[src/rtl/axis_frame_arb.sv]
// Round-robin frame arbiter: four AXI-Stream requesters share one output, one whole frame at a time.
// Define AXIS_FRAME_ARB_DROP_COUNT_EN to add the drop_count output fed by drop_frame.
module axis_frame_arb #(
  parameter int DATA_WIDTH = 8,
  parameter int PORTS      = 4
) (
  input  logic                        clk,
  input  logic                        rst,
  input  logic [PORTS*DATA_WIDTH-1:0] input_axis_tdata,
  input  logic [PORTS-1:0]            input_axis_tvalid,
  output logic [PORTS-1:0]            input_axis_tready,
  input  logic [PORTS-1:0]            input_axis_tlast,
  input  logic [PORTS-1:0]            input_axis_tuser,
  output logic [DATA_WIDTH-1:0]       output_axis_tdata,
  output logic                        output_axis_tvalid,
  input  logic                        output_axis_tready,
  output logic                        output_axis_tlast,
  output logic                        output_axis_tuser,
  input  logic                        drop_frame,
  output logic [1:0]                  grant,
  output logic                        busy,
`ifdef AXIS_FRAME_ARB_DROP_COUNT_EN
  output logic [15:0]                 frame_count,
  output logic [15:0]                 drop_count
`else
  output logic [15:0]                 frame_count
`endif
);

  localparam logic STATE_IDLE   = 1'b0;
  localparam logic STATE_ACTIVE = 1'b1;

  logic        state_q, state_d;
  logic [1:0]  grant_q, grant_d;
  logic [1:0]  last_grant_q, last_grant_d;
  logic [15:0] frame_count_q, frame_count_d;

  logic [DATA_WIDTH-1:0] port_data [PORTS];
  logic                  active_ok;
  logic                  xfer;
  logic                  arb_found;
  logic [1:0]            arb_sel;
  logic [1:0]            arb_idx;

  // Outputs are forced quiet during reset so a mid-frame reset drops the beat immediately.
  assign active_ok = !rst && (state_q == STATE_ACTIVE);

  for (genvar gi = 0; gi < PORTS; gi++) begin : g_port
    assign port_data[gi]         = input_axis_tdata[gi*DATA_WIDTH +: DATA_WIDTH];
    assign input_axis_tready[gi] = active_ok && (grant_q == 2'(gi)) && output_axis_tready;
  end

  assign output_axis_tdata  = port_data[grant_q];
  assign output_axis_tlast  = input_axis_tlast[grant_q];
  assign output_axis_tuser  = input_axis_tuser[grant_q];
  assign output_axis_tvalid = active_ok && input_axis_tvalid[grant_q];
  assign xfer               = output_axis_tvalid && output_axis_tready;

  // Search starts one past the last winner; k = PORTS wraps back to the last winner itself.
  always_comb begin
    arb_found = 1'b0;
    arb_sel   = 2'd0;
    arb_idx   = 2'd0;
    for (int k = 1; k <= PORTS; k++) begin
      arb_idx = last_grant_q + 2'(k);
      if (!arb_found && input_axis_tvalid[arb_idx]) begin
        arb_found = 1'b1;
        arb_sel   = arb_idx;
      end
    end
  end

  always_comb begin
    state_d       = state_q;
    grant_d       = grant_q;
    last_grant_d  = last_grant_q;
    frame_count_d = frame_count_q;
    case (state_q)
      STATE_IDLE: begin
        if (arb_found) begin
          grant_d = arb_sel;
          state_d = STATE_ACTIVE;
        end
      end
      STATE_ACTIVE: begin
        if (xfer && output_axis_tlast) begin
          state_d       = STATE_IDLE;
          last_grant_d  = grant_q;
          frame_count_d = frame_count_q + 16'd1;
        end
      end
      default: state_d = STATE_IDLE;
    endcase
  end

  always_ff @(posedge clk) begin
    if (rst) begin
      state_q       <= STATE_IDLE;
      grant_q       <= 2'd0;
      last_grant_q  <= 2'd3;
      frame_count_q <= 16'd0;
    end else begin
      state_q       <= state_d;
      grant_q       <= grant_d;
      last_grant_q  <= last_grant_d;
      frame_count_q <= frame_count_d;
    end
  end

  assign grant       = grant_q;
  assign busy        = (state_q == STATE_ACTIVE);
  assign frame_count = frame_count_q;

`ifdef AXIS_FRAME_ARB_DROP_COUNT_EN
  logic [15:0] drop_count_q, drop_count_d;

  always_comb begin
    drop_count_d = drop_count_q;
    if (drop_frame) begin
      drop_count_d = drop_count_q + 16'd1;
    end
  end

  always_ff @(posedge clk) begin
    if (rst) begin
      drop_count_q <= 16'd0;
    end else begin
      drop_count_q <= drop_count_d;
    end
  end

  assign drop_count = drop_count_q;
`else
  logic unused_drop_frame;
  assign unused_drop_frame = drop_frame;
`endif

endmodule

[config.mk]
export PLATFORM = sky130hd
export DESIGN_NAME = axis_frame_arb
export DESIGN_NICKNAME = d
export VERILOG_FILES = /design/src/rtl/axis_frame_arb.sv
export SDC_FILE = /design/constraint.sdc
export NUM_CORES = 1
export LEC_CHECK = 0
export ABC_AREA = 1
export BUFFER_PORTS_ARGS = -buffer_cell sky130_fd_sc_hd__buf_2
export CELL_PAD_IN_SITES_DETAIL_PLACEMENT = 0
export CELL_PAD_IN_SITES_GLOBAL_PLACEMENT = 1
export CORE_AREA = 3 3 89 91
export DETAILED_ROUTE_END_ITERATION = 8
export DIE_AREA = 0 0 92 94
export GPL_ROUTABILITY_DRIVEN = 0
export GPL_TIMING_DRIVEN = 0
export PLACE_DENSITY_LB_ADDON = 0.1
export SETUP_SLACK_MARGIN = 0.1
export SLEW_MARGIN = 20
export SYNTH_ARGS = -nofsm -noshare
export SYNTH_HDL_FRONTEND = slang
export SYNTH_SLANG_ARGS = --single-unit
[constraint.sdc]
create_clock -name clk -period 2.4 [get_ports clk]
set_input_delay 0.24 -clock clk [delete_from_list [all_inputs] [get_ports clk]]
set_output_delay 0.24 -clock clk [all_outputs]
set_load 0.005 [all_outputs]
Word level (Yosys, flattened, before mapping)
Cells that the tools add are included.
{ "classes": {"bitwise": 2, "n_eq_ne": 3, "magnitude_cmp": 6, "add_sub_neg": 4, "muxes": 28, "n_reduce_logical": 22} }
{ "ops": {"columns": ["op", "count"], "rows": [
  ["$add A16 B1 Y16 const B", 1],
  ["$bmux W8 S2", 1],
  ["$mux W8", 2],
  ["$logic_and A1 B1 Y1", 15],
  ["$lt A2 B3 Y1 const B", 5],
  ["$bmux W1 S2", 7],
  ["$mux W1", 13],
  ["$mux W2", 4],
  ["$add A2 B2 Y2 const B", 2],
  ["$eq A2 B2 Y1 const B", 2],
  ["$logic_not A1 Y1", 4],
  ["$reduce_and A2 Y1", 2],
  ["$ge A3 B3 Y1 const B", 1],
  ["$not A2 Y3", 1],
  ["$add A2 B1 Y2 const B", 1],
  ["$eq A2 B1 Y1 const B", 1],
  ["$logic_not A2 Y1", 1],
  ["$pmux W1 S2", 1],
  ["$not A1 Y1", 1]
]} }
{ "totals": {"output_inout_bits": 34, "reg_bits": 21} }

Longest topological paths before layout
Gate-level depths: netlist of run 1.
{ "logic_depth": {"ltp_word": 15, "ltp_mapped": 13} }

Least setup slack after synthesis of run 1
Ideal clock, no wire load.
{ "synth_timing": {"path_kind": "reg2reg", "from": "reg grant_q[1], in the netlist grant[1]", "to": "reg frame_count_q[5], in the netlist frame_count[5]", "slack_ns": 0.910, "arrival_time_ns": 1.375, "t_required_ns": 2.285, "synth_period_minus_slack_ns": 1.490, "path_stages_with_launch": 12, "cell_sequence": "dfxtp_1 nand2_1 inv_2 buf_6 nand2_4 nand4_4 inv_4 nor2_8 buf_12 nand3_1 nand2_1 nor2_1"} }
{ "synth_between": {"elab_chain_cells": 6, "elab_cells_between_ends": 8} }
{ "synth_rtl": {"columns": ["element", "line_no", "text"], "rows": [
  ["start, declared", "34", "logic [1:0] grant_q, grant_d;"],
  ["start signal, assigned", "104", "grant_q <= grant_d;"],
  ["$bmux W1 S2", "56", "assign output_axis_tvalid = active_ok && input_axis_tvalid[grant_q];"],
  ["$mux W1 (not written as such)", "56", null],
  ["$logic_and A1 B1 Y1", "56", null],
  ["$logic_and A1 B1 Y1", "57", "assign xfer = output_axis_tvalid && output_axis_tready;"],
  ["$logic_and A1 B1 Y1 (*)", "86", "if (xfer && output_axis_tlast) begin"],
  ["$reduce_and A2 Y1 (no line) (*)", null, null],
  ["end signal, assigned", "106", "frame_count_q <= frame_count_d;"],
  ["end, declared", "36", "logic [15:0] frame_count_q, frame_count_d;"]
]} }
Every way passes the cells marked *; elsewhere a longest branch is shown, timed or not. The select of a mux whose other input is x is not followed.
A chain may end at the register's enable or synchronous reset.

Worst setup path in the final report of run 1
{ "layout_timing": {"from": "reg grant_q[0], in the netlist grant[0]", "to": "out output_axis_tvalid"} }
{ "layout_between": {"elab_chain_cells": 3} }
{ "layout_rtl": {"columns": ["element", "line_no", "text"], "rows": [
  ["$bmux W1 S2", "56", null],
  ["$mux W1 (not written as such)", "56", null],
  ["$logic_and A1 B1 Y1", "56", null],
  ["end, declared", "15", "output logic output_axis_tvalid,"]
]} }
Every way passes these cells. The select of a mux whose other input is x is not followed.

==> results.cfg, run 1 <==
[layout]
multiInputGateArea_um2 = 1150
seqCellArea_um2 = 420
areaGrowthSynthToFinish_pct = 31.7
final_util = 0.325
finish.net_count = 412
num-fill-cells = 824
drive_gt1_frac = 0.362
num_antenna_cells = 0
stdcell_area_um2 = 2340

[place]
hpwl_um = 4580
dp_slack_ns = 0.601
port_buffers = 79
placed_area_um2 = 2300

[min_path]
hold_path_class = input port to flop
hold_path.startpoint = rst
hold_depth = 2
holdPathEnd = frame_count[12]$_SDFFE_PP0P_

[power_and_ir_drop]
p_switching_uw = 304
power_frac_comb = 0.328
power_frac_seq = 0.407
p_per_area_nw_per_um2 = 387
vdd_drop_max_mv = 0.154
p_sw_frac = 0.335
total_power_uw = 908
p_leak_nw = 1.11
clkPwrFrac = 0.266
p_int_uw = 603

[sta]
finalWorstSetupSlack_ns = 0.459
drv_slew = 0
hold_violations = 0
max_slew_margin = 0.478
fin_worst_skew_ns = 0.00163
rsz0062_at_grt = no
min_period_over_period = 0.809
period_needed_ns = 1.94
finalSetupTns_ns = 0
finalSetupViolations = 0
max_clock_freq_mhz = 515
worstMarginPinSlew_ns = 0.783

[cts]
cts_max_path_buffers = 2
cts_resized = 0
cts_root_buf = clkbuf_8
post-cts-setup-buffers = 0
clock_latency_ns = 0.26
cts-hold-fix-buffers = 0
cts.sinks = 21
htree_levels = 1
cts_tree = built
cts.clk_slew.worst_paths_ns = 0.08
cts_buffers = 3

[worst_setup_path]
cpPeakStageDelay_ns = 0.52
crit_path_end_kind = primary output
required_ns = 2.16
worst_r2r_endpoint = frame_count[0]$_SDFFE_PP0P_
crit_chain = inv_2, nor2_2, buf_4, nand2_2, nand4_4, inv_4, nor3_1, buf_2
worstSetupPathType = flop to primary output
path_max_fanout = 10
reg2reg_slack_ns = 0.61
r2r_cells = 9
worstSetupStartpointType = flop
cp.arrival_ns = 1.70
timing.rr.start = grant[0]$_SDFFE_PP0P_
critPathTopFamily = flip-flops
worst_path_max_delay_cell = dfxtp_1
critPathBufInv = 4

[synth]
yosys.area.top_type_share = 0.236
seq_area_frac_synth = 0.236
syn_area_um2 = 1780
syn_inst = 279
synth-seq-cells = 21
synth.avg_cell_area_um2 = 6.38
synth_nets = 328
synth_cell_types = 31
yosys.area.top_type = dfxtp_1
yosysWarnings = 0
synth_area_leaders = dfxtp_1 24%, nand2_1 19%, nand3_1 7.0%, a21oi_2 6.4%, inv_1 4.9%

[run_status]
status = completed

[floorplanning]
dieArea_um2 = 8650
fp.coreArea_um2 = 7210
start_util = 0.247
die_height_um = 94
ios = 82
dieWidth_um = 92
row_count = 31

[global_routing]
antenna_found_initial = 0
grt_max_degree = 12
grt_util_all_layers = 0.129
grt_pass1_wl_um = 9050
grt_pass1_vias = 1830
overflow = 0

[routing]
post_drt_wl_per_cell_um = 12.3
drc_errors = 0
vias_per_cell = 4.36
postRouteAntennaNets = 0
wirelength_um = 5670
vias = 2009
drt_first_pass_iters = 4
first_iter_violations = 54

[run]
maxCapViolCount = 0
power by group through the flow:
stage / clock network [mW] / registers, mW / logic [mW]
6_report: 0.241 / 0.369 / 0.297
5_1_grt: 0.268 / 0.371 / 0.336
4_1_cts: 0.255 / 0.370 / 0.304
3_5_place_dp: 0 / 0.378 / 0.303
3_3_place_gp: 0 / 0.378 / 0.305
2_1_floorplan: 0 / 0.375 / 0.179
metal layers:
| metal | track usage | up-vias | part of all wire |
|---|---|---|---|
| met3 | 0.0208 | 4 | 0.062 |
| met5 | 0 | - | 0 |
| met4 | 0.0297 | 0 | 0.0074 |
| li1 | - | 1073 | - |
| met2 | 0.219 | 62 | 0.44 |
| met1 | 0.171 | 870 | 0.49 |
metrics by stage:
stage / hold WS [ns] / std cells
floorplan: 0.479 / 279
global placement: 0.496 / 457
detailed placement: 0.502 / 457
CTS: 0.250 / 461
global route: 0.247 / 461
finish: 0.249 / 461
cell usage after synthesis:
cell type  count
xnor2_1        4
nor2_1        23
a22oi_1       11
nand2_4        2
nand4_2        1
a21oi_1        6
inv_2          4
inv_4          1
nand4_4        1
nor3_1        10
buf_12         2
buf_6          2
o21ai_0        3
dfxtp_1       21
nand4_1        3
xor2_1         4
nor4_1         1
o21ai_1        2
nor2_8         1
clkbuf_1       1
buf_4          2
ha_1           1
buf_2          3
nand3_1       25
inv_1         23
nor2_2         2
nand3_2        1
a21oi_2       13
nand2_2       13
nand2_1       92
o21ai_2        1
logic make-up (layout without fill, tap and decap cells):
| kind of cell | Yosys count | after routing | share of synthesized area |
|---|---|---|---|
| AO/OA/AOI/OAI | 36 | 36 | 0.146 |
| XOR/XNOR | 8 | 8 | 0.0394 |
| adder cells (fa/ha/maj) | 1 | 1 | 0.00703 |
| buffers and inverters | 38 | 121 | 0.115 |
| flip-flops | 21 | 21 | 0.236 |
| AND/OR/NAND/NOR | 175 | 175 | 0.456 |
registers in the layout (all words and copies together), names as in the netlist:
register / cells
grant: 2
last_grant_q: 2
busy: 1
frame_count: 16
placed cells by master (no fill, tap or decap), drive strengths merged:
cell type,count
nand2,107
buf,88
inv,28
nand3,26
nor2,26
dfxtp,21
a21oi,19
a22oi,11
nor3,10
o21ai,6
nand4,5
clkbuf,5
xor2,4
xnor2,4
nor4,1
ha,1
final cells by class:
type | instances | area share
tap | 99 | 0.0529
clock buffer | 4 | 0.0192
multi-input combinational | 220 | 0.493
buffer | 10 | 0.0411
inverter | 28 | 0.0459
timing repair buffer | 79 | 0.169
sequential | 21 | 0.179
how the worst max path moves through the flow:
stage | to | depth (start not counted) | from
after global placement | frame_count[11]$_SDFFE_PP0P_ | 9 | grant[0]$_SDFFE_PP0P_
final | output_axis_tvalid | 8 | grant[0]$_SDFFE_PP0P_
after CTS | output_axis_tvalid | 8 | grant[0]$_SDFFE_PP0P_
after detailed placement | frame_count[7]$_SDFFE_PP0P_ | 9 | grant[0]$_SDFFE_PP0P_
after floorplan | frame_count[5]$_SDFFE_PP0P_ | 11 | grant[1]$_SDFFE_PP0P_
after global routing | output_axis_tvalid | 8 | grant[1]$_SDFFE_PP0P_
(Power assumes the default switching activity.)
==> run 2, diff against run 1 <==
clock period = 1.7 ns   (was 2.4 ns; I/O delays follow)
==> run 2 against run 1 <==
  * Sequential share of layout area shrank 1.4 points
  * Wire length grew 3.8%
  * Worst setup slack got worse by 0.32 ns
  * Sequential cell count stayed put
  * Clock skew barely moved
  * Clock power grew 41%
  * Critical path depth is 2 lower
  * Via count rose by 4.8%
  * Hold slack worse by 0.059 ns
  * Non-clock buffer count is 12 higher
  * Largest power group is now combinational cells
==> results.cfg, run 2 (synthesized netlist as in run 1, its figures left out) <==
[run_status]
status = completed

[global_routing]
grt_pass1_vias = 1873
grt_pass1_wl_um = 9180
grt_max_degree = 12
antenna_found_initial = 0
overflow = 0
grt_util_all_layers = 0.131

[power_and_ir_drop]
power_frac_comb = 0.381
p_sw_frac = 0.338
clkPwrFrac = 0.243
p_int_uw = 928
p_per_area_nw_per_um2 = 537
power_frac_seq = 0.376
p_leak_nw = 1.20
p_switching_uw = 474
vdd_drop_max_mv = 0.224

[worst_setup_path]
path_max_fanout = 9
crit_path_end_kind = primary output
cp.arrival_ns = 1.39
worstSetupStartpointType = flop
required_ns = 1.53
worstSetupPathType = flop to primary output

[routing]
drc_errors = 0
postRouteAntennaNets = 0
vias = 2105
drt_first_pass_iters = 4
vias_per_cell = 4.45
wirelength_um = 5880
first_iter_violations = 78
post_drt_wl_per_cell_um = 12.4

[sta]
worstMarginPinSlew_ns = 0.780
timing.hold.ws_ns = 0.190
rsz0062_at_grt = yes
max_slew_margin = 0.480
fin_worst_skew_ns = 0.00121
period_needed_ns = 1.56
hold_violations = 0
min_period_over_period = 0.919
finalWorstSetupSlack_ns = 0.137
max_clock_freq_mhz = 640
drv_slew = 0
finalSetupViolations = 0

[cts]
cts.sinks = 21
cts_tree = built
clock_latency_ns = 0.26
cts.clk_slew.worst_paths_ns = 0.08
cts_max_path_buffers = 2
cts_buffers = 3
cts_root_buf = clkbuf_8
htree_levels = 1
cts-hold-fix-buffers = 0

[floorplanning]
dieWidth_um = 92
row_count = 31
die_height_um = 94
fp.coreArea_um2 = 7210
ios = 82
start_util = 0.247
dieArea_um2 = 8650

[layout]
areaGrowthSynthToFinish_pct = 46.8
num_antenna_cells = 0
drive_gt1_frac = 0.460
layout_commonest_cell = nand2_1
largest_reg_flops = 16
mostFrequentLayoutCells = 86 x nand2_1, 80 x buf_2, 24 x nand3_1
finish.net_count = 424

[place]
dp_slack_ns = -0.0989
hpwl_um = 4580
port_buffers = 79

[min_path]
hold_path_class = input port to flop

[run]
maxCapViolCount = 0
run 2: changes by cell type in the layout (fill, tap and decap cells not counted), moves of 5 or more:
cell / before / now
nand2_2: 13 / 18
dfxtp_1: 21 / 16
a22oi_2: 0 / 8
a22oi_1: 11 / 3
buf_4: 2 / 8
buf_6: 2 / 8
nand2_1: 92 / 86
run 2: timing repair:
action,CTS,global route
gates resized for setup,18,34
pin swaps,0,9
setup buffers,9,3
endpoints found under the setup margin,31,26
run 2: worst paths after layout:
path	start	to	slack, ns	cells past startpoint
setup / recovery	grant[0]$_SDFFE_PP0P_	output_axis_tdata[3]	0.14	6
hold / removal	rst	frame_count[12]$_SDFFE_PP0P_	0.19	2
setup reg to reg	grant[0]$_SDFFE_PP0P_	frame_count[0]$_SDFFE_PP0P_	0.20	8
hold reg to reg	frame_count[14]$_SDFFE_PP0P_	frame_count[14]$_SDFFE_PP0P_	0.51	2
run 2: cell type report:
cell class	count	area, um2
Inverter	28	118
Fill cell	821	4600
Buffer	10	116
Clock buffer	4	45.0
Timing Repair Buffer	91	508
Sequential cell	21	432
Multi-Input combinational cell	220	1270
Tap cell	99	124
run 2: power by group through the flow:
stage	Sequential, mW	Combinational [mW]	Clock (mW)
after global placement	0.534	0.430	0
final	0.527	0.534	0.341
after CTS	0.527	0.488	0.360
after global routing	0.530	0.595	0.378
after detailed placement	0.533	0.428	0
after floorplan	0.530	0.253	0
run 2: metal layers:
| layer | share of wire | global-route usage |
|---|---|---|
| met1 | 0.46 | 0.172 |
| met2 | 0.46 | 0.223 |
| met3 | 0.062 | 0.0208 |
| met5 | 0 | 0 |
| met4 | 0.013 | 0.0359 |
run 2: through the flow:
stage | TNS [ns] | area (um2) | total power [mW] | cells | utilization
global route | 0 | 2610 | 1.50 | 473 | 0.362
floorplan | 0 | 1780 | 0.782 | 279 | -
finish | 0 | 2610 | 1.40 | 473 | 0.362
detailed placement | -0.937 | 2300 | 0.961 | 457 | 0.319
CTS | 0 | 2470 | 1.37 | 470 | 0.342
global placement | -1.35 | 2300 | 0.964 | 457 | 0.319
run 2: worst max-delay path, stage by stage (launching register included):
cell,delay [ns]
dfxtp_4,0.42
nor2_2,0.07
buf_6,0.12
buf_8,0.13
a22oi_2,0.17
nand3_1,0.08
buf_2,0.13
==> run 3, diff against run 2 <==
ABC_AREA = 0   (was 1)
CORE_AREA = 3 3 78 80   (was 3 3 89 91)
DIE_AREA = 0 0 81 83   (was 0 0 92 94)
==> run 3 against run 2 <==
  * The run now ends with setup timing left
  * Wire length shrank 22%
  * Area after synthesis down 24%
  * Hold slack better by 0.062 ns
  * Sequential cell count unchanged
  * Critical path depth is 1 lower
  * Fmax decreased by 15%
  * Register-to-register slack worse by 0.28 ns
  * Sequential power down 4.0%
  * Total power fell by 19%
  * Largest cell class unchanged
  * Global-route usage grew 0.97 points
  * Utilization rose by 1.3 points
==> results.cfg, run 3 <==
[routing]
postRouteAntennaNets = 0
wirelength_um = 4590
vias = 1494
drt_first_pass_iters = 4
vias_per_cell = 4.82
first_iter_violations = 44
drc_errors = 0
post_drt_wl_per_cell_um = 14.8

[layout]
num_antenna_cells = 0
finish.net_count = 288
mostFrequentLayoutCells = 78 x buf_2, 19 x dfxtp_1, 14 x a21oi_1
stdcell_area_um2 = 2050
num-fill-cells = 605
areaGrowthSynthToFinish_pct = 52.6
stdcell_count = 310
largest_reg_flops = 16
drive_gt1_frac = 0.508
layout_commonest_cell = buf_2

[run_status]
violations = setup timing
status = complete, but fails checks

[min_path]
hold_path.startpoint = rst
hold_path_class = input port to flop
holdPathEnd = busy$_SDFF_PP0_
hold_depth = 3

[synth]
synth_edf_count = 0
syn_area_um2 = 1350
synth_area_leaders = dfxtp_1 31%, mux4_2 17%, a21oi_1 5.6%, o31ai_1 5.6%, or4_1 5.0%
ys_async_sr_fraction = 0
synth_cell_types = 33
synth_flop_cell = dfxtp_1
synth-seq-cells = 21
seq_area_frac_synth = 0.313
yosys.area.top_type = dfxtp_1
synth_nets = 193
synth.avg_cell_area_um2 = 9.34
syn_inst = 144
synth.most_common_cell = dfxtp_1
yosys.area.top_type_share = 0.313
yosysWarnings = 0
yosys-top-cells-count = 21 x dfxtp_1, 15 x a21oi_1, 12 x nor2_1

[power_and_ir_drop]
vdd_drop_max_mv = 0.371
p_leak_nw = 0.901
p_per_area_nw_per_um2 = 554
p_switching_uw = 290
clkPwrFrac = 0.292
p_sw_frac = 0.256
power_frac_comb = 0.263
p_int_uw = 846
power_frac_seq = 0.446

[worst_setup_path]
reg2reg_slack_ns = -0.08
path_max_fanout = 4
timing.rr.start = grant[0]$_SDFFE_PP0P_
cp.arrival_ns = 1.66
crit_path_end_kind = primary output
worstSetupPathType = flop to primary output
required_ns = 1.53
worstSetupStartpointType = flop
r2r_cells = 6
worst_r2r_endpoint = frame_count[8]$_SDFFE_PP0P_

[sta]
max_slew_margin = 0.547
min_period_over_period = 1.08
fin_worst_skew_ns = 0.00726
drv_slew = 0
hold_violations = 0
timing.hold.ws_ns = 0.253
finalSetupViolations = 21
finalSetupTns_ns = -1.15
finalWorstSetupSlack_ns = -0.131
worstMarginPinSlew_ns = 0.679
max_clock_freq_mhz = 546
rsz0062_at_grt = yes
period_needed_ns = 1.83

[cts]
cts.sinks = 21
cts-hold-fix-buffers = 0
cts_buffers = 3
htree_levels = 1
cts_max_path_buffers = 2
cts_tree = built
clock_latency_ns = 0.26
cts_root_buf = clkbuf_8
cts.clk_slew.worst_paths_ns = 0.08

[floorplanning]
fp.coreArea_um2 = 5470
start_util = 0.246
row_count = 27
dieArea_um2 = 6720
die_height_um = 83
dieWidth_um = 81
ios = 82

[place]
dp_slack_ns = -0.118
placed_area_um2 = 1850
port_buffers = 80
dpl.cell_count = 296
hpwl_um = 3480

[global_routing]
grt_pass1_wl_um = 7560
overflow = 0
grt_util_all_layers = 0.141
grt_max_degree = 12
antenna_found_initial = 0
grt_pass1_vias = 1450

[run]
maxCapViolCount = 0
## run 3: cell count changes after synthesis, sizes merged, moves of 5 or more
cell and change:
nor3 -9, inv -24, a22oi -11, nand3 -21
nor2 -14, o31ai +10, nand2 -100, or4 +9
clkbuf +5, mux4 +11
## run 3: power by group through the flow
stage,Clock (mW),Sequential [mW],Combinational [mW]
detailed placement,0,0.518,0.244
global placement,0,0.518,0.244
floorplan,0,0.517,0.127
CTS,0.352,0.507,0.278
finish,0.332,0.506,0.298
global route,0.376,0.508,0.325
## run 3: metrics by stage
step | total power [mW] | utilization
finish | 1.14 | 0.375
global route | 1.21 | 0.375
CTS | 1.14 | 0.362
detailed placement | 0.761 | 0.338
global placement | 0.762 | 0.338
floorplan | 0.644 | -
## run 3: cell families (layout without fill, tap and decap cells)
logic type      count (synthesis)  in the layout  synth area share
simple gates                   56             56             0.239
flops                          21             21             0.313
compound gates                 34             34             0.156
xor+xnor                        3              3            0.0195
mux                            13             13             0.202
fa+ha+maj                       1              1           0.00930
buf+inv                        16            110            0.0614
## run 3: timing repair
action	4_1_cts	5_1_grt
pin swaps	3	1
endpoints found under the setup margin	30	32
setup buffers	5	4
cloned	1	0
gates resized for setup	12	12
## run 3: worst max-delay path by stage
stage	slack, ns	startpoint	end
floorplan	0.03	grant[0]$_SDFFE_PP0P_	frame_count[1]$_SDFFE_PP0P_
global placement	-0.12	grant[1]$_SDFFE_PP0P_	frame_count[1]$_SDFFE_PP0P_
detailed placement	-0.12	grant[1]$_SDFFE_PP0P_	frame_count[1]$_SDFFE_PP0P_
CTS	-0.09	grant[0]$_SDFFE_PP0P_	frame_count[8]$_SDFFE_PP0P_
global route	-0.21	grant[0]$_SDFFE_PP0P_	frame_count[8]$_SDFFE_PP0P_
finish	-0.13	grant[0]$_SDFFE_PP0P_	output_axis_tlast
## run 3: layer usage
layer	wire, um	up-vias	part of all wire	global-route usage
met5	0	-	0	0
met4	22	0	0.0048	0.0215
met3	190	2	0.041	0.0304
met2	2320	29	0.50	0.222
met1	2060	717	0.45	0.200
li1	-	746	-	-
## run 3: critical path, cell delays in order (launching register included)
cell	delay (ns)
dfxtp_2	0.34
buf_6	0.11
mux4_2	0.57
buf_4	0.17
buf_6	0.10
buf_2	0.12
## run 3: cell type report
class,instances,area (um2),share of cell area
Multi-Input combinational cell,107,873,0.426
Timing Repair Buffer,90,495,0.241
Sequential cell,21,423,0.206
Buffer,12,110,0.0537
Tap cell,72,90.1,0.0439
Clock buffer,4,45.0,0.0220
Inverter,4,15.0,0.00732
